[config.mk]
export PLATFORM = sky130hd
export DESIGN_NAME = fp_mul_newton_pipe
export DESIGN_NICKNAME = d
export VERILOG_FILES = /design/src/rtl/fp_pkg.sv /design/src/rtl/fp_round_pack.sv /design/src/rtl/fp_mul_newton_pipe.sv
export SDC_FILE = /design/constraint.sdc
export NUM_CORES = 2
export LEC_CHECK = 0
export ABC_AREA = 0
export BUFFER_PORTS_ARGS = -buffer_cell sky130_fd_sc_hd__buf_2
export CORE_MARGIN = 1
export CORE_UTILIZATION = 42
export CTS_CLUSTER_DIAMETER = 120
export DETAILED_ROUTE_END_ITERATION = 10
export GPL_ROUTABILITY_DRIVEN = 0
export GPL_TIMING_DRIVEN = 0
export PLACE_DENSITY = 0.67
export SYNTH_ARGS = -nofsm -noshare
export SYNTH_HDL_FRONTEND = slang
export SYNTH_HIERARCHICAL = 1
export SYNTH_SLANG_ARGS = --single-unit
[constraint.sdc]
create_clock -name clk -period 9.3 [get_ports clk]
set_clock_uncertainty 0.1 [all_clocks]
set_input_delay 1.395 -clock clk [delete_from_list [all_inputs] [get_ports clk]]
set_output_delay 1.395 -clock clk [all_outputs]
set_load 0.02 [all_outputs]
[src/rtl/fp_pkg.sv]
// Shared floating-point definitions for the sign-less single-precision
// arithmetic pipes (exponent constants, operand layout, exponent type).
package fp_pkg;

   localparam int FP_EXP_BIAS = 127;
   localparam int FP_EXP_MAX  = 255;

   localparam logic [30:0] FP_QNAN = 31'h7FC00000;
   localparam logic [30:0] FP_INF  = 31'h7F800000;

   // Sign-less IEEE-754 single-precision word.
   typedef struct packed {
      logic [7:0]  exp;
      logic [22:0] frac;
   } fp31_t;

   // Signed exponent wide enough for ea + eb - bias plus normalize/round carries.
   typedef logic signed [9:0] fp_exp_t;

endpackage

[src/rtl/fp_round_pack.sv]
// Combinational round, range check and pack of a normalized mantissa.
// Build option: FP_MUL_RNE_EN selects round-to-nearest-even; otherwise the
// result is truncated (round toward zero) and the remainder is ignored.
module fp_round_pack
   import fp_pkg::*;
(
   input  logic               special_in,
   input  logic               zero_in,
   input  logic [22:0]        m_in,
   input  logic [23:0]        r_in,
   input  logic signed [9:0]  e_in,
   output logic [30:0]        y,
   output logic               err
);

`ifdef FP_MUL_RNE_EN
   localparam logic RNE_EN = 1'b1;
`else
   localparam logic RNE_EN = 1'b0;
`endif

   logic        round_up;
   logic [23:0] m_sum;
   logic        carry;
   fp_exp_t     e_rnd;
   fp31_t       packed_y;

   // Rounding increment; a carry out of the fraction bumps the exponent.
   always_comb begin
      round_up = RNE_EN && ((r_in > 24'h800000) || ((r_in == 24'h800000) && m_in[0]));
      m_sum    = {1'b0, m_in} + {23'd0, round_up};
      carry    = m_sum[23];
      e_rnd    = e_in + fp_exp_t'({9'd0, carry});
      packed_y.exp  = e_rnd[7:0];
      packed_y.frac = carry ? 23'd0 : m_sum[22:0];
   end

   // Result selection: specials, zeros, overflow, underflow, then normal.
   always_comb begin
      y   = packed_y;
      err = 1'b0;
      if (special_in) begin
         y   = FP_QNAN;
         err = 1'b1;
      end else if (zero_in) begin
         y   = 31'd0;
      end else if (e_rnd >= fp_exp_t'(FP_EXP_MAX)) begin
         y   = FP_INF;
         err = 1'b1;
      end else if (e_rnd <= 10'sd0) begin
         y   = 31'd0;
      end
   end

endmodule

[src/rtl/fp_mul_newton_pipe.sv]
// Pipelined sign-less single-precision multiplier closing a Newton-Raphson
// step of the inverse-square-root datapath (y_next = y * (1.5 - h)).
// Stages: unpack -> 24x24 product -> normalize -> round/pack into outputs.
// A sample sampled at edge N is presented with ready_out=1 after edge N+3.
// Build option: FP_MUL_RNE_EN (round-to-nearest-even, see fp_round_pack).
module fp_mul_newton_pipe
   import fp_pkg::*;
#(
   parameter int TAG_W = 1
)
(
   input  logic             clk,
   input  logic             rst,
   input  logic             valid_in,
   input  logic [30:0]      a_in,
   input  logic [30:0]      b_in,
   input  logic [TAG_W-1:0] tag_in,
   input  logic             error_in,
   output logic [30:0]      y_out,
   output logic [TAG_W-1:0] tag_out,
   output logic             ready_out,
   output logic             error_out
);

   // Sideband carried alongside the data: index 0 = unpack, 1 = product, 2 = normalize.
   logic [2:0]       sb_valid_reg;
   logic [2:0]       sb_err_reg;
   logic [TAG_W-1:0] sb_tag_reg [3];

   fp31_t       a_op;
   fp31_t       b_op;
   logic [23:0] ma_next;
   logic [23:0] mb_next;
   fp_exp_t     e_next;
   logic        special_next;
   logic        zero_next;

   logic [23:0] u_ma_reg;
   logic [23:0] u_mb_reg;
   fp_exp_t     u_e_reg;
   logic        u_special_reg;
   logic        u_zero_reg;

   logic [47:0] p_prod_reg;
   fp_exp_t     p_e_reg;
   logic        p_special_reg;
   logic        p_zero_reg;

   logic [22:0] n_m_next;
   logic [23:0] n_r_next;
   fp_exp_t     n_e_next;
   logic [22:0] n_m_reg;
   logic [23:0] n_r_reg;
   fp_exp_t     n_e_reg;
   logic        n_special_reg;
   logic        n_zero_reg;

   logic [30:0] rp_y;
   logic        rp_err;

   assign a_op = a_in;
   assign b_op = b_in;

   // Unpack: classify operands, restore hidden bit, form biased exponent sum.
   always_comb begin
      special_next = (a_op.exp == 8'(FP_EXP_MAX)) || (b_op.exp == 8'(FP_EXP_MAX));
      zero_next    = (a_op.exp == 8'd0) || (b_op.exp == 8'd0);
      ma_next      = {|a_op.exp, a_op.frac};
      mb_next      = {|b_op.exp, b_op.frac};
      e_next       = fp_exp_t'({2'b00, a_op.exp}) + fp_exp_t'({2'b00, b_op.exp})
                     - fp_exp_t'(FP_EXP_BIAS);
   end

   // Sideband shift: valid, tag and error move one stage per cycle; error on a bubble is dropped.
   always_ff @(posedge clk or negedge rst) begin
      if (!rst) begin
         sb_valid_reg <= 3'd0;
         sb_err_reg   <= 3'd0;
         for (int i = 0; i < 3; i++) begin
            sb_tag_reg[i] <= '0;
         end
      end else begin
         sb_valid_reg  <= {sb_valid_reg[1:0], valid_in};
         sb_err_reg    <= {sb_err_reg[1:0], valid_in & error_in};
         sb_tag_reg[0] <= tag_in;
         sb_tag_reg[1] <= sb_tag_reg[0];
         sb_tag_reg[2] <= sb_tag_reg[1];
      end
   end

   // Unpack stage register.
   always_ff @(posedge clk or negedge rst) begin
      if (!rst) begin
         u_ma_reg      <= 24'd0;
         u_mb_reg      <= 24'd0;
         u_e_reg       <= '0;
         u_special_reg <= 1'b0;
         u_zero_reg    <= 1'b0;
      end else begin
         u_ma_reg      <= ma_next;
         u_mb_reg      <= mb_next;
         u_e_reg       <= e_next;
         u_special_reg <= special_next;
         u_zero_reg    <= zero_next;
      end
   end

   // Product stage register: full 48-bit mantissa product.
   always_ff @(posedge clk or negedge rst) begin
      if (!rst) begin
         p_prod_reg    <= 48'd0;
         p_e_reg       <= '0;
         p_special_reg <= 1'b0;
         p_zero_reg    <= 1'b0;
      end else begin
         p_prod_reg    <= {24'd0, u_ma_reg} * {24'd0, u_mb_reg};
         p_e_reg       <= u_e_reg;
         p_special_reg <= u_special_reg;
         p_zero_reg    <= u_zero_reg;
      end
   end

   // Normalize: product of two [1,2) mantissas lies in [1,4); shift by one if >= 2.
   always_comb begin
      n_m_next = p_prod_reg[45:23];
      n_r_next = {p_prod_reg[22:0], 1'b0};
      n_e_next = p_e_reg;
      if (p_prod_reg[47]) begin
         n_m_next = p_prod_reg[46:24];
         n_r_next = p_prod_reg[23:0];
         n_e_next = p_e_reg + 10'sd1;
      end
   end

   // Normalize stage register.
   always_ff @(posedge clk or negedge rst) begin
      if (!rst) begin
         n_m_reg       <= 23'd0;
         n_r_reg       <= 24'd0;
         n_e_reg       <= '0;
         n_special_reg <= 1'b0;
         n_zero_reg    <= 1'b0;
      end else begin
         n_m_reg       <= n_m_next;
         n_r_reg       <= n_r_next;
         n_e_reg       <= n_e_next;
         n_special_reg <= p_special_reg;
         n_zero_reg    <= p_zero_reg;
      end
   end

   fp_round_pack u_round_pack (
      .special_in (n_special_reg),
      .zero_in    (n_zero_reg),
      .m_in       (n_m_reg),
      .r_in       (n_r_reg),
      .e_in       (n_e_reg),
      .y          (rp_y),
      .err        (rp_err)
   );

   // Output register: strobe ready per sample; data and flags hold between samples.
   always_ff @(posedge clk or negedge rst) begin
      if (!rst) begin
         ready_out <= 1'b0;
         y_out     <= 31'd0;
         tag_out   <= '0;
         error_out <= 1'b0;
      end else begin
         ready_out <= sb_valid_reg[2];
         if (sb_valid_reg[2]) begin
            y_out     <= rp_y;
            tag_out   <= sb_tag_reg[2];
            error_out <= sb_err_reg[2] | rp_err;
         end
      end
   end

endmodule

=== Yosys cells after proc, flatten, opt, wreduce, memory -nomap -nowiden ===
Index checks and enable logic that the tools add are counted.
Widths: inputs -> output; s select.

* Input bits: 67
* Word-level logic and storage cells: 47
* Flip-flop bits (word level): 198

* $add $sub $neg: 3
* $mul: 1
* Reduce and logical (&&, ||, !) cells: 6
* Bitwise operators: 2
* Eq/ne operators: 2
* Muxes and demuxes: 9
* Order comparisons: 2

{| class="wikitable"
|+ Operator list
! cell !! number
|-
| $mux 31 || 4
|-
| $mul 24x24->48 || 1
|-
| $mux 23 || 1
|-
| $eq 8x8->1 const B || 2
|-
| $logic_not 8->1 || 2
|-
| $reduce_or 8->1 || 2
|-
| $add 10x2->10 const B || 1
|-
| $ge 10x9->1 const B || 1
|-
| $le 10x1->1 const B || 1
|-
| $mux 10 || 1
|-
| $sub 9x7->10 const B || 1
|-
| $add 8x8->9 || 1
|-
| $mux 1 || 3
|-
| $logic_or 1x1->1 || 2
|-
| $and 1x1->1 || 1
|-
| $or 1x1->1 || 1
|}

=== Logic depth before layout (Yosys ltp) ===
* Depth in word-level cells: 5
* Gate-level depth with buffers: 26
* Mapped depth without buffers: 25

=== Modules after synthesis ===
Netlist, hierarchy kept.

{| class="wikitable"
|+ By module, submodules not included
! module !! times used !! cells each !! area each (um^2)
|-
| fp_mul_newton_pipe || 1 || 2,549 || 26,001.2
|-
| fp_round_pack || 1 || 80 || 430.4
|}

=== Worst setup path before layout ===
No wires, ideal clock.

* Kind: register to register
* Start point: register u_ma_reg[13]
* End point: register p_prod_reg[35]
* Library setup time: 0.131 ns
* Cell stages (with the launch flop): 24
* Slack: 2.639 ns
* Arrival time: 6.430 ns
* Cells stage by stage: dfrtp_1 -> clkbuf_1 -> nand2_1 -> fa_1 -> inv_1 -> fa_1 -> inv_1 -> fa_1 -> fa_1 -> fa_1 -> inv_1 -> fa_1 -> inv_1 -> fa_1 -> inv_1 -> ha_1 -> a21o_1 -> a31oi_1 -> o41ai_4 -> a311oi_2 -> nor3_1 -> o31ai_1 -> o21ai_0 -> xor2_1

* Word-level cells in the longest chain between the ends: 1

{| class="wikitable"
|+ Ends and longest elaborated chain
! what !! RTL line !! text
|-
| from (decl) || fp_mul_newton_pipe.sv:38 || <nowiki>logic [23:0] u_ma_reg;</nowiki>
|-
| from (signal assigned) || fp_mul_newton_pipe.sv:100 || <nowiki>u_ma_reg <= ma_next;</nowiki>
|-
| $mul 24x24->48 || fp_mul_newton_pipe.sv:116 || <nowiki>p_prod_reg <= {24'd0, u_ma_reg} * {24'd0, u_mb_reg};</nowiki>
|-
| to (signal assigned) || fp_mul_newton_pipe.sv:116 ||
|-
| to (decl) || fp_mul_newton_pipe.sv:44 || <nowiki>logic [47:0] p_prod_reg;</nowiki>
|}

No other way between the ends.
A chain may end at the register's enable or synchronous reset.

=== Worst setup path after layout ===
* Start point: register u_ma_reg[19]
* End point: register p_prod_reg[42]

Same word-level chain as after synthesis.

==> impl_metrics.env <==
export IMPL_ff_latch_area_sq_um=4379
export IMPL_finalNetCount=3376
export IMPL_dp_hpwl_um=56030
export IMPL_avgRoutedWirePerCell_um=20.13
export IMPL_std_cell_rows=88
export IMPL_path_cells="clkdlybuf4s15_1, and2_1, fa_1, fa_1, inv_1, fa_1, fa_1, inv_1, fa_1, fa_1, inv_1, fa_1, inv_1, ha_1, nand3_1, inv_1, a311oi_2, a21boi_0, o21ai_0, a41oi_1, o21ai_0, xnor2_1"
export IMPL_grt_pass1_wl_um=108100
export IMPL_synth_nets=3256
export IMPL_drt_vias_per_instance=5.217
export IMPL_drt_first_pass_iters=5
export IMPL_slew_headroom_pct=31.38
export IMPL_overflow=0
export IMPL_cap_violations=0
export IMPL_core_area_sq_um=57920
export IMPL_final_antenna_net_count=0
export IMPL_synthToLayoutAreaGrowth_pct=8.636
export IMPL_die_w_um=244.6
export IMPL_drc=0
export IMPL_cts_root_buffer="clkbuf_16"
export IMPL_multi_input_area_sq_um=17740
export IMPL_clockBufferDepth=2
export IMPL_place_area_sq_um=26210
export IMPL_fmax_mhz=111.6
export IMPL_vias=17826
export IMPL_post_place_cells=3382
export IMPL_cts_tree="built"
export IMPL_cp_required_ns=9.60
export IMPL_outcome="finished clean"
export IMPL_grt_pass1_vias=19266
export IMPL_critPathArrivalTime_ns=9.26
export IMPL_cp_top_family="adder cells"
export IMPL_path_clk_slew_ns=0.08
export IMPL_fin_area_sq_um=26850
export IMPL_start_util_pct=42.68
export IMPL_critPathCaptureType="flop"
export IMPL_rsz0062_at_grt="false"
export IMPL_htree_levels=4
export IMPL_hold_viol=0
export IMPL_cts_buffers=17
export IMPL_antenna_found_initial=1
export IMPL_drive_gt1_share_pct=7.965
export IMPL_fin_cells=3417
export IMPL_slowest_stage="a21boi_0"
export IMPL_clk_latency_ns=0.50
export IMPL_worstMarginPinSlew_ns=1.029
export IMPL_grt_max_degree=113
export IMPL_finalCriticalPeriod_ns=8.959
export IMPL_portBuffers=100
export IMPL_setup_worst_path_class="flop to flop"
export IMPL_cts_setup_buffers=0
export IMPL_cp_common_cell="fa_1"
export IMPL_clock_sinks=175
export IMPL_hp_class="flop to flop"
export IMPL_synth_warnings=6
export IMPL_startpoint_type="flop"
export IMPL_cp_max_fo=10
export IMPL_drt_wl_total_um=68790
export IMPL_slowest_delay_ns=0.69
export IMPL_syn_instance_count=2516
export IMPL_finalSetupViolCount=0
export IMPL_setup_tns_ns=0
export IMPL_grt_usage_pct=24.20
export IMPL_fill_cells=5469
export IMPL_syn_area_sq_um=24720
export IMPL_critPathBufInv=6
export IMPL_ios=101
export IMPL_syn_avg_cell_area_sq_um=9.824
export IMPL_period_share_pct=96.33
export IMPL_drt_iter0_drc=1369
export IMPL_die_area_sq_um=59820
export IMPL_slew_viol_final=0
export IMPL_die_y_um=244.6
export IMPL_largest_reg_flops=31
## placed cells by master, fill, tap and decap left out, types with 3 or more instances in the layout
cell       count
clkbuf_1     119
nand2_1      347
nor3_2         4
nor2_1        18
fa_1         483
clkinv_8       5
nor3_1        23
nor4_1         5
a31oi_1        4
xnor2_1       29
xor2_1        12
a211oi_1       5
inv_1        559
ha_1         190
o31ai_1        4
clkbuf_16     17
a21oi_1       45
diode_2        3
o21ai_0       26
nand3_1       11
and3_1         5
a21o_1        34
and2_1       289
nand4_1       18
buf_2        101
dfrtp_1      175
mux2_2        56
o21bai_1      10
inv_8          6
## worst register-to-register path, cell delays in order (launching register included)
cell	delay (ns)
dfrtp_1	0.50
clkdlybuf4s15_1	0.62
and2_1	0.39
fa_1	0.52
fa_1	0.56
inv_1	0.06
fa_1	0.48
fa_1	0.56
inv_1	0.06
fa_1	0.46
fa_1	0.53
inv_1	0.05
fa_1	0.48
inv_1	0.04
ha_1	0.31
nand3_1	0.32
inv_1	0.24
a311oi_2	0.60
a21boi_0	0.69
o21ai_0	0.35
a41oi_1	0.52
o21ai_0	0.19
xnor2_1	0.21
## metrics by stage
step	utilization, %	hold WS (ns)	worst slack [ns]
2_1_floorplan	-	0.2312	2.709
3_3_place_gp	45.20	0.2324	0.3634
3_5_place_dp	45.26	0.2371	0.3306
4_1_cts	46.33	0.2544	0.2580
5_1_grt	46.35	0.2569	0.1233
6_report	46.36	0.2521	0.3409
## layout make-up
type / count / share of cell area (%)
Multi-Input combinational cell: 1656 / 66.08
Sequential cell: 175 / 16.31
Inverter: 560 / 7.828
Tap cell: 765 / 3.565
Timing Repair Buffer: 101 / 2.004
Buffer: 125 / 1.878
Clock buffer: 18 / 1.636
Clock inverter: 14 / 0.6710
Antenna cell: 3 / 0.02796
## routing by layer
metal / vias to the layer above / GRT usage (%) / part of all wire (%)
met2: 900 / 37.39 / 46
met1: 9033 / 30.11 / 38
met3: 185 / 7.693 / 11
met5: - / 0 / 0
met4: 0 / 13.16 / 5.6
li1: 7708 / - / -
## final timing paths
check,startpoint,endpoint,slack (ns),depth (start not counted)
max,u_ma_reg[19],p_prod_reg[42],0.34,22
min,sb_tag_reg[1],sb_tag_reg[0],0.25,0
max reg2reg,u_ma_reg[19],p_prod_reg[42],0.34,22
min reg2reg,sb_tag_reg[1],sb_tag_reg[0],0.25,0
max in group asynchronous,rst,u_mb_reg[18],7.41,2
min in group asynchronous,rst,y_out[27],0.72,1
## what timing repair did
item,in CTS,in global routing
hold buffers,0,0
gates resized for setup,0,3
endpoints found under the hold margin,0,0
setup endpoints to repair,0,2
Power is left out: the tool's default activity adds up to more than one toggle a clock period on the data nets, which glitch-free logic cannot reach.
